<file path="config.mk">
export PLATFORM = sky130hd
export DESIGN_NAME = pixel_writeback
export DESIGN_NICKNAME = d
export VERILOG_FILES = /design/src/rtl/pixel_pkg.sv /design/src/rtl/pixel_fifo.sv /design/src/rtl/pixel_writeback.sv
export SDC_FILE = /design/constraint.sdc
export NUM_CORES = 1
export LEC_CHECK = 0
export BUFFER_PORTS_ARGS = -buffer_cell sky130_fd_sc_hd__buf_2
export CORE_UTILIZATION = 39
export DETAILED_ROUTE_END_ITERATION = 8
export GPL_TIMING_DRIVEN = 0
export HOLD_SLACK_MARGIN = 0.05
export PLACE_DENSITY = 0.64
export SYNTH_ARGS = -nofsm -noshare
export SYNTH_HDL_FRONTEND = slang
export SYNTH_SLANG_ARGS = --single-unit
</file>
<file path="constraint.sdc">
create_clock -name clk_in -period 5 [get_ports clk_in]
set_input_delay 0.25 -clock clk_in [delete_from_list [all_inputs] [get_ports clk_in]]
set_output_delay 0.25 -clock clk_in [all_outputs]
set_load 0.01 [all_outputs]
</file>
<file path="src/rtl/pixel_pkg.sv">
// pixel_pkg
// Shared types and constants for the pixel write-back path:
//   rgb444_t      - 12-bit colour {R[11:8], G[7:4], B[3:0]}
//   fb_entry_t    - one framebuffer write {addr, data}, 32 bits wide
//   PALETTE       - block index to colour map; index MISS_BLOCK is background
//   SHADE_E_*     - exponent thresholds for depth shading
//   shade_color() - dims a colour by distance exponent
package pixel_pkg;

    typedef logic [11:0] rgb444_t;

    typedef struct packed {
        logic [19:0] addr;
        rgb444_t     data;
    } fb_entry_t;

    localparam int FB_ADDR_W = 20;
    localparam int ENTRY_W   = 32;

    localparam logic [3:0] MISS_BLOCK = 4'd15;

    // Exponent thresholds: below LVL1 -> level 0, below LVL2 -> 1,
    // below LVL3 -> 2, otherwise 3.
    localparam logic [7:0] SHADE_E_LVL1 = 8'd130;
    localparam logic [7:0] SHADE_E_LVL2 = 8'd131;
    localparam logic [7:0] SHADE_E_LVL3 = 8'd132;

    localparam rgb444_t PALETTE [16] = '{
        12'hF00, 12'h0F0, 12'hFFF, 12'h00F,
        12'hFF0, 12'h0FF, 12'hF0F, 12'h888,
        12'hF80, 12'h8F0, 12'h08F, 12'hF08,
        12'h80F, 12'h0F8, 12'h444, 12'h123
    };

    // Shift each channel right by a level derived from the float exponent.
    function automatic rgb444_t shade_color(input rgb444_t c, input logic [7:0] e);
        logic [1:0] lvl;
        if (e < SHADE_E_LVL1) begin
            lvl = 2'd0;
        end else if (e < SHADE_E_LVL2) begin
            lvl = 2'd1;
        end else if (e < SHADE_E_LVL3) begin
            lvl = 2'd2;
        end else begin
            lvl = 2'd3;
        end
        return {c[11:8] >> lvl, c[7:4] >> lvl, c[3:0] >> lvl};
    endfunction

endpackage

</file>
<file path="src/rtl/pixel_fifo.sv">
// pixel_fifo
// First-word-fall-through FIFO. The head entry is visible on data_o
// whenever empty_o is low; a pop advances to the next entry.
// Occupancy is kept in an explicit counter so full/empty never depend on
// pointer comparison. A push while full is accepted only when a pop
// happens in the same cycle; otherwise it is ignored (caller flags it).
// Ports:
//   clk_i, rst_n_i      - clock, asynchronous active-low reset
//   push_i, data_i      - write request and data
//   pop_i               - remove head (ignored when empty)
//   data_o              - head entry
//   full_o, empty_o     - status
//   count_o             - occupancy, 0..DEPTH
module pixel_fifo #(
    parameter int WIDTH = 32,
    parameter int DEPTH = 16
) (
    input  logic                     clk_i,
    input  logic                     rst_n_i,
    input  logic                     push_i,
    input  logic [WIDTH-1:0]         data_i,
    input  logic                     pop_i,
    output logic [WIDTH-1:0]         data_o,
    output logic                     full_o,
    output logic                     empty_o,
    output logic [$clog2(DEPTH):0]   count_o
);

    localparam int AW = $clog2(DEPTH);
    localparam logic [AW-1:0] PTR_ONE    = {{(AW-1){1'b0}}, 1'b1};
    localparam logic [AW:0]   CNT_ONE    = {{AW{1'b0}}, 1'b1};
    localparam logic [AW:0]   FULL_COUNT = {1'b1, {AW{1'b0}}};

    logic [WIDTH-1:0] mem_q [DEPTH];
    logic [AW-1:0]    wr_ptr_q;
    logic [AW-1:0]    wr_ptr_d;
    logic [AW-1:0]    rd_ptr_q;
    logic [AW-1:0]    rd_ptr_d;
    logic [AW:0]      count_q;
    logic [AW:0]      count_d;
    logic             empty_s;
    logic             full_s;
    logic             do_push_s;
    logic             do_pop_s;

    assign empty_s = (count_q == {(AW+1){1'b0}});
    assign full_s  = (count_q == FULL_COUNT);

    // Next-state for pointers and occupancy; a full FIFO takes a push only
    // when the head leaves in the same cycle.
    always_comb begin
        do_pop_s  = pop_i && !empty_s;
        do_push_s = push_i && (!full_s || do_pop_s);
        wr_ptr_d  = wr_ptr_q;
        rd_ptr_d  = rd_ptr_q;
        count_d   = count_q;
        if (do_push_s) begin
            wr_ptr_d = wr_ptr_q + PTR_ONE;
        end else begin
            wr_ptr_d = wr_ptr_q;
        end
        if (do_pop_s) begin
            rd_ptr_d = rd_ptr_q + PTR_ONE;
        end else begin
            rd_ptr_d = rd_ptr_q;
        end
        case ({do_push_s, do_pop_s})
            2'b10:   count_d = count_q + CNT_ONE;
            2'b01:   count_d = count_q - CNT_ONE;
            default: count_d = count_q;
        endcase
    end

    // Pointer and occupancy registers.
    always_ff @(posedge clk_i or negedge rst_n_i) begin
        if (!rst_n_i) begin
            wr_ptr_q <= {AW{1'b0}};
            rd_ptr_q <= {AW{1'b0}};
            count_q  <= {(AW+1){1'b0}};
        end else begin
            wr_ptr_q <= wr_ptr_d;
            rd_ptr_q <= rd_ptr_d;
            count_q  <= count_d;
        end
    end

    // Storage array; contents are only meaningful between the pointers, so
    // it carries no reset.
    always_ff @(posedge clk_i) begin
        if (do_push_s) begin
            mem_q[wr_ptr_q] <= data_i;
        end
    end

    assign data_o  = mem_q[rd_ptr_q];
    assign full_o  = full_s;
    assign empty_o = empty_s;
    assign count_o = count_q;

endmodule

</file>
<file path="src/rtl/pixel_writeback.sv">
// pixel_writeback
// Turns per-pixel intersection results into framebuffer writes.
// Stage 1 registers the range-checked result as {linear address, colour};
// stage 2 pushes it into a FWFT FIFO whose head drives the write port.
// Upstream cannot be stalled, so a push into a full FIFO with no pop is
// dropped and recorded in the sticky overflow flag.
// Optional build macro: PIXEL_DEPTH_SHADE_EN - dims hit colours by the
// exponent of best_t_in; without it best_t_in is ignored.
// Ports:
//   clk_in, rst_n_in            - clock, asynchronous active-low reset
//   x_in, y_in                  - pixel coordinate
//   best_block_in, best_t_in    - nearest block (15 = miss), hit distance
//   valid_in                    - qualifies the result inputs
//   fb_addr_out, fb_data_out    - write address (y*H_RES+x) and RGB444
//   fb_valid_out, fb_ready_in   - write handshake
//   overflow_out                - sticky drop flag
//   count_out                   - FIFO occupancy
//   frame_done_out              - pulse after last pixel of frame written
module pixel_writeback
    import pixel_pkg::*;
#(
    parameter int H_RES = 1280,
    parameter int V_RES = 720,
    parameter int DEPTH = 16
) (
    input  logic                     clk_in,
    input  logic                     rst_n_in,
    input  logic [10:0]              x_in,
    input  logic [9:0]               y_in,
    input  logic [3:0]               best_block_in,
    input  logic [31:0]              best_t_in,
    input  logic                     valid_in,
    output logic [19:0]              fb_addr_out,
    output logic [11:0]              fb_data_out,
    output logic                     fb_valid_out,
    input  logic                     fb_ready_in,
    output logic                     overflow_out,
    output logic [$clog2(DEPTH):0]   count_out,
    output logic                     frame_done_out
);

    localparam logic [11:0] X_LIMIT   = 12'(H_RES);
    localparam logic [10:0] Y_LIMIT   = 11'(V_RES);
    localparam logic [19:0] LAST_ADDR = 20'(H_RES * V_RES - 1);

    logic                   in_range_s;
    logic [19:0]            addr_s;
    rgb444_t                color_s;
    fb_entry_t              entry_d;
    fb_entry_t              s1_entry_q;
    logic                   s1_valid_q;
    fb_entry_t              head_s;
    logic                   fifo_full_s;
    logic                   fifo_empty_s;
    logic [$clog2(DEPTH):0] fifo_count_s;
    logic                   head_valid_s;
    logic                   pop_s;
    logic                   overflow_q;
    logic                   overflow_d;
    logic                   frame_done_q;
    logic                   frame_done_d;
    logic                   unused_best_t_s;

    // Out-of-range coordinates are dropped silently before stage 1.
    assign in_range_s = valid_in
                        && ({1'b0, x_in} < X_LIMIT)
                        && ({1'b0, y_in} < Y_LIMIT);

    generate
        if (H_RES == 1280) begin : g_addr_shift
            // y*1280 = y*1024 + y*256, kept out of DSP blocks.
            assign addr_s = {y_in, 10'b0} + {2'b0, y_in, 8'b0} + {9'b0, x_in};
        end else begin : g_addr_mul
            assign addr_s = ({10'b0, y_in} * 20'(H_RES)) + {9'b0, x_in};
        end
    endgenerate

`ifdef PIXEL_DEPTH_SHADE_EN
    assign unused_best_t_s = ^{best_t_in[31], best_t_in[22:0]};

    // Palette lookup with depth dimming; the background is never dimmed.
    always_comb begin
        color_s = PALETTE[best_block_in];
        if (best_block_in != MISS_BLOCK) begin
            color_s = shade_color(PALETTE[best_block_in], best_t_in[30:23]);
        end else begin
            color_s = PALETTE[best_block_in];
        end
    end
`else
    assign unused_best_t_s = ^best_t_in;

    // Plain palette lookup.
    always_comb begin
        color_s = PALETTE[best_block_in];
    end
`endif

    assign entry_d = '{addr: addr_s, data: color_s};

    // Stage 1 register: captures in-range results only.
    always_ff @(posedge clk_in or negedge rst_n_in) begin
        if (!rst_n_in) begin
            s1_valid_q <= 1'b0;
            s1_entry_q <= '0;
        end else begin
            s1_valid_q <= in_range_s;
            if (in_range_s) begin
                s1_entry_q <= entry_d;
            end
        end
    end

    pixel_fifo #(
        .WIDTH (ENTRY_W),
        .DEPTH (DEPTH)
    ) u_fifo (
        .clk_i   (clk_in),
        .rst_n_i (rst_n_in),
        .push_i  (s1_valid_q),
        .data_i  (s1_entry_q),
        .pop_i   (pop_s),
        .data_o  (head_s),
        .full_o  (fifo_full_s),
        .empty_o (fifo_empty_s),
        .count_o (fifo_count_s)
    );

    assign head_valid_s = !fifo_empty_s;
    assign pop_s        = head_valid_s && fb_ready_in;

    // Overflow is sticky; frame_done marks a handshake on the final pixel.
    always_comb begin
        overflow_d   = overflow_q;
        frame_done_d = 1'b0;
        if (s1_valid_q && fifo_full_s && !pop_s) begin
            overflow_d = 1'b1;
        end else begin
            overflow_d = overflow_q;
        end
        if (pop_s && (head_s.addr == LAST_ADDR)) begin
            frame_done_d = 1'b1;
        end else begin
            frame_done_d = 1'b0;
        end
    end

    // Status flag registers.
    always_ff @(posedge clk_in or negedge rst_n_in) begin
        if (!rst_n_in) begin
            overflow_q   <= 1'b0;
            frame_done_q <= 1'b0;
        end else begin
            overflow_q   <= overflow_d;
            frame_done_q <= frame_done_d;
        end
    end

    // Head is masked while empty so the port reads zero after reset even
    // though the storage array itself is not cleared.
    assign fb_addr_out    = head_valid_s ? head_s.addr : 20'd0;
    assign fb_data_out    = head_valid_s ? head_s.data : 12'd0;
    assign fb_valid_out   = head_valid_s;
    assign overflow_out   = overflow_q;
    assign count_out      = fifo_count_s;
    assign frame_done_out = frame_done_q;

endmodule

</file>
==> impl_metrics.yaml <==
synthesis:
  netlist-cell-type-count: 55
  avgSynthCellArea_um2: 20.2
  synth-edff-count: 496
  synthTopCellsByArea: "edfxtp_1 68%, mux4_2 15%, dfrtp_1 5.4%, ha_1 2.0%, nand2_1 1.2%"
  synth_seq_cells: 543
  synth.net_count: 1176
  ys_seq_area_share_pct: 73.8
  synthCells: 1078
  syn_area_um2: 21800
  synth_largest_area_cell: "edfxtp_1"
  synth_top_cell_area_share_pct: 68.4
  synthFlopType: "edfxtp_1"
  ys.warnings.count: 0
  synthArstFlopShare_pct: 8.66
routing:
  drc: 0
  ant_nets: 0
  wirelength_um: 51900
  wire_per_inst_um: 25.5
  drt-vias-per-instance: 5.43
  drtIter0Drc: 1084
  vias: 11000
  firstDrtPassIters: 7
power_and_ir_drop:
  peakVddDrop_mv: 0.320
  p_leak_nw: 8.63
  powerDensity_nw_per_um2: 550
  p_total_mw: 14.0
cts:
  root_buffer: "clkbuf_16"
  clk_pin_slew_ns: 0.06
  cts_buffers: 53
  cts_tree: "done"
  clock_latency_ns: 0.58
  numClockSinks: 543
  cts_resized: 0
  clockBufferDepth: 3
  cts_setup_buffers: 0
  htreeDepth: 2
critical_path:
  critPathArrivalTime_ns: 3.96
  end_kind: "output port"
  worst-r2r-cell-count: 7
  critPathLaunchType: "flip-flop"
  path_class: "reg2out"
  critical_path.max_fanout: 10
  cp.required_ns: 4.75
placement:
  dp.cells: 1922
  pre_cts_ws_ns: 1.34
  hpwl_um: 33500
  gp_congestion: 0.757
  port_buffers: 67
sta:
  slew-limit-headroom_pct: 17.5
  min_period_ns: 4.21
  slew_violations: 0
  fin_crit_sh_pct: 84.2
  hold_violations: 0
  holdWs_ns: 0.0691
  setup_viol: 0
  worstMarginPinSlew_ns: 1.24
  finalClockSkew_ns: 0.0187
  finalWorstSetupSlack_ns: 0.792
  rsz0062_at_grt: "no"
  fmax_ghz: 0.238
global_route:
  gr-usage-all-layers_pct: 18.6
  grt_max_degree: 48
  overflow: 0
  grt_pass1_vias: 11300
  grt_antenna_before_repair: 3
  grt_pass1_wl_um: 75800
cells_and_area:
  num-fill-cells: 4626
  layout-drive-gt1-share_pct: 28.2
  antennaDiodeCount: 0
  mostFrequentLayoutCell: "edfxtp_1"
  final_cell_mix: "496 x edfxtp_1, 142 x mux4_2, 78 x buf_2"
  fin_cells: 2031
  nets: 1339
  fin_util_pct: 46.3
  syn2layout_area_growth_pct: 17.3
die:
  rows: 86
  die_area_um2: 56700
  ios: 101
  core_area_um2: 55100
  floorplan.die.width_um: 238
  die_h_um: 238
  initial_core_util_pct: 39.5
run:
  maxCapViolCount: 0
worst_hold_path:
  holdPathStages: 3
  hp-class: "in2reg"
run_status:
  outcome: "completed"
[worst max-delay path, cell delays in order (launching register included)]
cell and delay (ns):
dfrtp_1 0.35, buf_2 0.24, buf_1 0.67, clkbuf_1 0.80, mux4_2 0.42, mux4_2 0.47, and2_1 0.18, buf_4 0.12
buf_2 0.12
[cell families (layout without fill, tap and decap cells)]
kind of cell / Yosys count / in the layout / synth area share, %
fa+ha+maj: 37 / 37 / 2.23
flops: 543 / 543 / 73.8
simple gates: 162 / 162 / 3.40
compound gates: 95 / 95 / 3.09
buf+inv: 75 / 280 / 1.66
xor+xnor: 18 / 18 / 0.724
mux: 148 / 148 / 15.1
[power by group]
group	switching, mW	leakage [nW]	total [mW]	internal, mW
logic	2.22	2.65	4.11	1.90
registers	0.343	5.09	5.82	5.47
clock network	1.66	0.889	4.11	2.45
total	4.22	8.63	14.0	9.82
[per-stage QoR]
step | cell area [um2] | TNS, ns
final | 25500 | 0
after global routing | 25500 | 0
after CTS | 25500 | 0
after detailed placement | 23600 | 0
after global placement | 23000 | -267.25
after floorplan | 21800 | 0
[metal layers]
layer	vias to the layer above	routed length [um]	global-route usage (%)	part of all wire [%]
li1	4708	-	-	-
met1	5833	22200	26.4	43
met2	410	25400	30.5	49
met3	69	3200	2.16	6.2
met4	0	1070	4.78	2.1
met5	-	0	0	0
[registers in the layout, summed over array words and instances (netlist names)]
register         flops
frame_done_out       1
overflow_out         1
s1_entry_q          31
u_fifo.count_o       5
u_fifo.mem_q       496
s1_valid_q           1
u_fifo.wr_ptr_q      4
u_fifo.rd_ptr_q      4
[synth_stat cells, drive strengths merged (2+ instances only)]
cell type,number
edfxtp,496
dfrtp,47
ha,34
nor2b,5
a22oi,8
o21ai,20
nand4,4
nand3b,2
a21oi,20
nand3,4
a21o,5
o41a,2
nand2b,2
o21a,4
inv,21
mux2i,4
a221oi,9
mux4,143
xor2,6
or2,2
nor3,7
a22o,9
nand2,71
a211o,3
o22a,2
xnor2,12
a211oi,4
and2,23
o22ai,2
nor2,38
nor4,2
fa,3
buf,29
clkbuf,24
[layout make-up]
class                           count  area (um2)  area share (%)
Buffer                             53         278            1.09
Tap cell                          748         936            3.67
Clock inverter                     28         315            1.23
Sequential cell                   543       16100            62.9
Inverter                           22        82.6           0.323
Multi-Input combinational cell    460        5440            21.3
Timing Repair Buffer              108         921            3.61
Clock buffer                       69        1490            5.83
[path summary, 6_finish.rpt]
path | from | endpoint | slack, ns
worst max-delay path | u_fifo.rd_ptr_q[1] | fb_data_out[1] | 0.79
worst min-delay path | y_in[9] | s1_entry_q[31] | 0.07
worst max register to register | u_fifo.rd_ptr_q[1] | frame_done_out | 1.58
worst min register to register | overflow_out | overflow_out | 0.50
max in group asynchronous | rst_n_in | s1_entry_q[14] | 4.22
min in group asynchronous | rst_n_in | s1_entry_q[15] | 0.24
[repair_timing]
action                                 CTS  global route
setup endpoints to repair                0             0
endpoints found under the hold margin   57             0
hold buffers                            12             0
Power figures use the tool's default switching activity.
